**src/rtl/fft_sample_loader_if.sv**
```systemverilog
// Sample sink (valid/ready) and Avalon-MM write-master signals of the FFT sample loader.
// master = loader side, slave = source/interconnect side.
interface fft_sample_loader_if #(
  parameter int ADDR_W = 10
);
  logic [15:0]       snk_data;
  logic              snk_valid;
  logic              snk_ready;
  logic [ADDR_W-1:0] avm_address;
  logic              avm_write;
  logic [31:0]       avm_writedata;
  logic [3:0]        avm_byteenable;
  logic              avm_waitrequest;

  modport master (
    input  snk_data, snk_valid, avm_waitrequest,
    output snk_ready, avm_address, avm_write, avm_writedata, avm_byteenable
  );

  modport slave (
    output snk_data, snk_valid, avm_waitrequest,
    input  snk_ready, avm_address, avm_write, avm_writedata, avm_byteenable
  );
endinterface

```
**src/rtl/fft_sample_loader.sv**
```systemverilog
// Packs 2^ADDR_W audio samples into complex words and writes them to FFT RAM; 1-cycle sample-to-write latency,
// snk_ready drops while a write is stalled or on abort. FFT_LOADER_BITREV_EN selects bit-reversed addressing.
module fft_sample_loader #(
  parameter int ADDR_W = 10
) (
  input  logic                clk,
  input  logic                reset_n,
  input  logic                start,
  input  logic                abort,
  fft_sample_loader_if.master bus,
  output logic                busy,
  output logic                done,
  output logic [15:0]         frames_loaded
);

  typedef enum logic [1:0] {IDLE, CAPTURE, FLUSH} state_t;

  state_t            state_q, state_nxt;
  logic [ADDR_W-1:0] idx_q;
  logic [ADDR_W-1:0] addr_nxt;
  logic              aborting_q;
  logic              done_nxt;
  logic              wr_stall;
  logic              xfer;
  logic              last_idx;

  assign wr_stall = bus.avm_write & bus.avm_waitrequest;
  assign xfer     = bus.snk_valid & bus.snk_ready;
  assign last_idx = (idx_q == {ADDR_W{1'b1}});

`ifdef FFT_LOADER_BITREV_EN
  always_comb begin
    addr_nxt = '0;
    for (int i = 0; i < ADDR_W; i++) begin
      addr_nxt[i] = idx_q[ADDR_W-1-i];
    end
  end
`else
  assign addr_nxt = idx_q;
`endif

  always_ff @(posedge clk or negedge reset_n) begin
    if (!reset_n) begin
      state_q <= IDLE;
    end else begin
      state_q <= state_nxt;
    end
  end

  // An abort with a stalled write parks in FLUSH so the write is never withdrawn.
  always_comb begin
    state_nxt = state_q;
    done_nxt  = 1'b0;
    case (state_q)
      IDLE: begin
        if (start) state_nxt = CAPTURE;
      end
      CAPTURE: begin
        if (abort) begin
          state_nxt = wr_stall ? FLUSH : IDLE;
        end else if (xfer && last_idx) begin
          state_nxt = FLUSH;
        end
      end
      FLUSH: begin
        if (!wr_stall) begin
          state_nxt = IDLE;
          done_nxt  = ~aborting_q & ~abort;
        end
      end
      default: state_nxt = IDLE;
    endcase
  end

  always_comb begin
    bus.snk_ready      = (state_q == CAPTURE) & ~abort & ~wr_stall;
    bus.avm_byteenable = bus.avm_write ? 4'hF : 4'h0;
    busy               = (state_q != IDLE);
  end

  always_ff @(posedge clk or negedge reset_n) begin
    if (!reset_n) begin
      idx_q             <= '0;
      aborting_q        <= 1'b0;
      done              <= 1'b0;
      frames_loaded     <= 16'h0000;
      bus.avm_write     <= 1'b0;
      bus.avm_address   <= '0;
      bus.avm_writedata <= 32'h0000_0000;
    end else begin
      done <= done_nxt;
      if (done_nxt) frames_loaded <= frames_loaded + 16'd1;

      if (state_q == IDLE) begin
        idx_q      <= '0;
        aborting_q <= 1'b0;
      end else if (abort) begin
        aborting_q <= 1'b1;
      end

      // A new sample may be taken in the same cycle the previous write is accepted.
      if (xfer) begin
        idx_q             <= idx_q + ADDR_W'(1);
        bus.avm_address   <= addr_nxt;
        bus.avm_writedata <= {16'h0000, bus.snk_data};
        bus.avm_write     <= 1'b1;
      end else if (!wr_stall) begin
        bus.avm_write     <= 1'b0;
      end
    end
  end

endmodule

```
**src/flat_wrapper.sv**
```systemverilog
// flat-port wrapper written by rule: the top's interface ports become plain ports
module fft_sample_loader_flat 
#(
  parameter int ADDR_W = 10
)
  (clk, reset_n, start, abort, busy, done, frames_loaded, bus_snk_data, bus_snk_valid, bus_avm_waitrequest, bus_snk_ready, bus_avm_address, bus_avm_write, bus_avm_writedata, bus_avm_byteenable);
  fft_sample_loader_if #(.ADDR_W(ADDR_W)) bus_i ();
  input  logic clk;
  input  logic reset_n;
  input  logic start;
  input  logic abort;
  output logic busy;
  output logic done;
  output logic [15:0] frames_loaded;
  input wire logic [$bits(bus_i.snk_data)-1:0] bus_snk_data;
  input wire logic [$bits(bus_i.snk_valid)-1:0] bus_snk_valid;
  input wire logic [$bits(bus_i.avm_waitrequest)-1:0] bus_avm_waitrequest;
  output wire logic [$bits(bus_i.snk_ready)-1:0] bus_snk_ready;
  output wire logic [$bits(bus_i.avm_address)-1:0] bus_avm_address;
  output wire logic [$bits(bus_i.avm_write)-1:0] bus_avm_write;
  output wire logic [$bits(bus_i.avm_writedata)-1:0] bus_avm_writedata;
  output wire logic [$bits(bus_i.avm_byteenable)-1:0] bus_avm_byteenable;
  assign bus_i.snk_data = bus_snk_data;
  assign bus_i.snk_valid = bus_snk_valid;
  assign bus_i.avm_waitrequest = bus_avm_waitrequest;
  assign bus_snk_ready = bus_i.snk_ready;
  assign bus_avm_address = bus_i.avm_address;
  assign bus_avm_write = bus_i.avm_write;
  assign bus_avm_writedata = bus_i.avm_writedata;
  assign bus_avm_byteenable = bus_i.avm_byteenable;
  fft_sample_loader #(.ADDR_W(ADDR_W)) u_core (.clk(clk), .reset_n(reset_n), .start(start), .abort(abort), .bus(bus_i), .busy(busy), .done(done), .frames_loaded(frames_loaded));
endmodule
```
**config.mk**
```make
export PLATFORM = sky130hd
export DESIGN_NAME = fft_sample_loader_flat
export DESIGN_NICKNAME = d
export VERILOG_FILES = /design/src/rtl/fft_sample_loader_if.sv /design/src/rtl/fft_sample_loader.sv /design/src/flat_wrapper.sv
export SDC_FILE = /design/constraint.sdc
export NUM_CORES = 1
export LEC_CHECK = 0
export ABC_AREA = 1
export CELL_PAD_IN_SITES_DETAIL_PLACEMENT = 0
export CELL_PAD_IN_SITES_GLOBAL_PLACEMENT = 1
export CORE_ASPECT_RATIO = 0.7
export CORE_UTILIZATION = 30
export DETAILED_ROUTE_END_ITERATION = 10
export HOLD_SLACK_MARGIN = 0.1
export MAX_ROUTING_LAYER = met4
export PLACE_DENSITY = 0.69
export SYNTH_ARGS = -nofsm -noshare
export SYNTH_HDL_FRONTEND = slang
export SYNTH_SLANG_ARGS = --single-unit
```
**constraint.sdc**
```tcl
create_clock -name clk -period 2.1 [get_ports clk]
set_clock_uncertainty 0.15 [all_clocks]
set_input_delay 0.63 -clock clk [delete_from_list [all_inputs] [get_ports clk]]
set_output_delay 0.63 -clock clk [all_outputs]
set_load 0.005 [all_outputs]
```
==> out/results.ini <==
[outcome]
status=complete, no violations

[cts]
cts.path.max_buffers=2
ctsHoldBuffers=0
root_buffer=clkbuf_16
clock_latency_ns=0.32
cts_tree=done
cts_buffers=9
path_clk_slew_ns=0.05
cts_max_level=3
clkSinkCount=57

[final_layout]
n_antenna_cell=0
final_cells=567
final_core_util_pct=45.19
multi_input_area_mm2=0.001127
area_growth_pct=46.45
drive_gt1_share_pct=16.25
nets=462
regArea_mm2=0.001431
layout_commonest_cell=nand2_1
finish.instance_area_mm2=0.004099
mostFrequentLayoutCells=nand2_1, clkdlybuf4s50_1, dfrtp_1
fillers=905

[power_and_ir_drop]
ir_drop_mv=0.5243
powerDensity_mw_per_mm2=1065
p_leak_nw=1.986

[route]
drt-met1-wl_um=3415
vias=2406
drc=0
firstDrtPassIters=4
top_layer_used=met4
drt_wl_total_um=6603
vias_per_cell=4.243
wl_met2_um=2646
drt_iter0_drc=101
wl_per_cell_um=11.65
wl_met3_um=460
ant_nets=0

[place]
gp_congestion=0.7496
numPortBuffers=71
dpl_cell_area_mm2=0.003724
hpwl_um=4696
placedCellCount=543

[worst_setup_path]
timing.rr.start=u_core.addr_nxt[0]
path_delay_family=buffers and inverters
reg2reg_to=u_core.state_q[0]
critPathRequiredTime_ns=1.32
start_kind=flip-flop
rrSetupSlack_ns=0.33
cp.buffers_inverters=1
path_cells=clkdlybuf4s50_1
criticalPathCategory=flip-flop to output port
cp_slowest_cell=clkdlybuf4s50_1
cp_max_fo=5
worstSetupEndpointType=output port
slowest_delay_ns=0.53
crit_arrival_ns=1.26
r2r_cells=8

[floorplan]
placement_rows=29
core-area_mm2=0.009071
initial_utilization_pct=30.86
die_y_um=82.82
chipWidth_um=117.5
die_area_mm2=0.009727
ioPinCount=88

[global_routing]
grt_usage_pct=15.31
grt_pass1_vias=2276
grt_pass1_wl_um=11270
grt_remaining_overflow=0
grt_antenna_before_repair=0
grt_max_degree=58

[timing]
hold_ws_ns=0.1551
drv_slew=0
hold_viol=0
fin_crit_ns=2.039
max_freq_mhz=490.3
period_share_pct=97.12
setup_violations=0

[synth]
ys_seq_area_share_pct=50.96
ys_warn_count=0
ys_ff_latch=57
syn-cell-area_mm2=0.002799
postSynthAreaPerCell_um2=8.380
netlist_instances=334
ys_types=29

[min_path]
min_path_type=primary input to asynchronous set/reset pin

[flow_run]
max_cap_violations=0

-- cell type report --
type / count / area share [%]
inverters: 27 / 2.473
clock inverters: 2 / 0.2442
flip-flops and latches: 57 / 34.92
well taps: 124 / 3.785
multi-input cells: 238 / 27.50
clock buffers: 14 / 6.929
repair buffers: 105 / 24.15
-- per-stage QoR --
step | worst slack, ns | TNS, ns | power [W]
final | 0.06057 | 0 | 0.004364
after global routing | -0.002717 | -0.002717 | 0.004659
after CTS | 0.001117 | 0 | 0.004404
after detailed placement | -0.5134 | -4.098 | 0.002891
after global placement | -0.5082 | -3.658 | 0.002885
after floorplan | 0.2648 | 0 | 0.002092
-- how the worst max path moves through the flow --
stage	start	end	slack, ns	depth (start not counted)
after floorplan	bus_avm_waitrequest	bus_snk_ready	0.26	3
after global placement	abort	bus_snk_ready	-0.51	5
after detailed placement	abort	bus_snk_ready	-0.51	5
after CTS	abort	bus_snk_ready	0.001	5
after global routing	u_core.frames_loaded[4]	frames_loaded[4]	-0.003	1
final	u_core.frames_loaded[9]	frames_loaded[9]	0.06	1
-- registers in the layout, indices dropped and copies added, names as in the netlist --
name / flops
u_core.bus.avm_write: 1
u_core.bus.avm_writedata: 16
u_core.aborting_q: 1
u_core.done: 1
u_core.bus.avm_address: 10
u_core.addr_nxt: 10
u_core.state_q: 2
u_core.frames_loaded: 16
-- cells in the mapped netlist, drive strengths merged --
| master | count | share of area, % |
|---|---|---|
| xor2 | 7 | 2.2 |
| a21oi | 2 | 0.36 |
| nor2 | 29 | 4.7 |
| conb | 1 | 0.13 |
| nand3b | 1 | 0.27 |
| o21ai | 16 | 2.9 |
| nand4 | 1 | 0.22 |
| xnor2 | 6 | 1.9 |
| inv | 27 | 3.6 |
| o22ai | 5 | 1.1 |
| ha | 2 | 0.89 |
| nand2 | 128 | 17 |
| nor3 | 5 | 1.1 |
| a31oi | 1 | 0.22 |
| o31ai | 1 | 0.27 |
| nand3 | 16 | 3.9 |
| buf | 27 | 7.6 |
| dfrtp | 57 | 51 |
| and2 | 2 | 0.45 |
-- layer usage --
metal	vias up	GRT usage, %
met1	1104	21.17
met2	79	20.28
met5	-	-
li1	1215	-
met3	8	5.701
met4	0	5.245
-- timing repair --
action	4_1_cts	5_1_grt
resized for setup	11	10
endpoints found under the hold margin	0	0
pin swaps	1	0
setup endpoints to repair	2	12
setup buffers	5	3
-- cell families after synthesis --
logic type / after synthesis / synth area share [%]
DFF: 57 / 50.96
and+or+nand+nor: 182 / 27.89
AOI/OAI and AO/OA: 25 / 4.828
other: 1 / 0.1340
xor gates and xnor gates: 13 / 4.068
adders and majority gates: 2 / 0.8939
buffers and inverters: 54 / 11.22
-- where the power goes --
group	internal, W	switching [W]	leakage, nW
Clock	0.000921	0.000465	0.149
Sequential	0.00135	0.000170	0.748
Combinational	0.000836	0.000620	1.09
Total	0.00311	0.00125	1.99
Note: power is estimated with default switching activity, not from simulation.
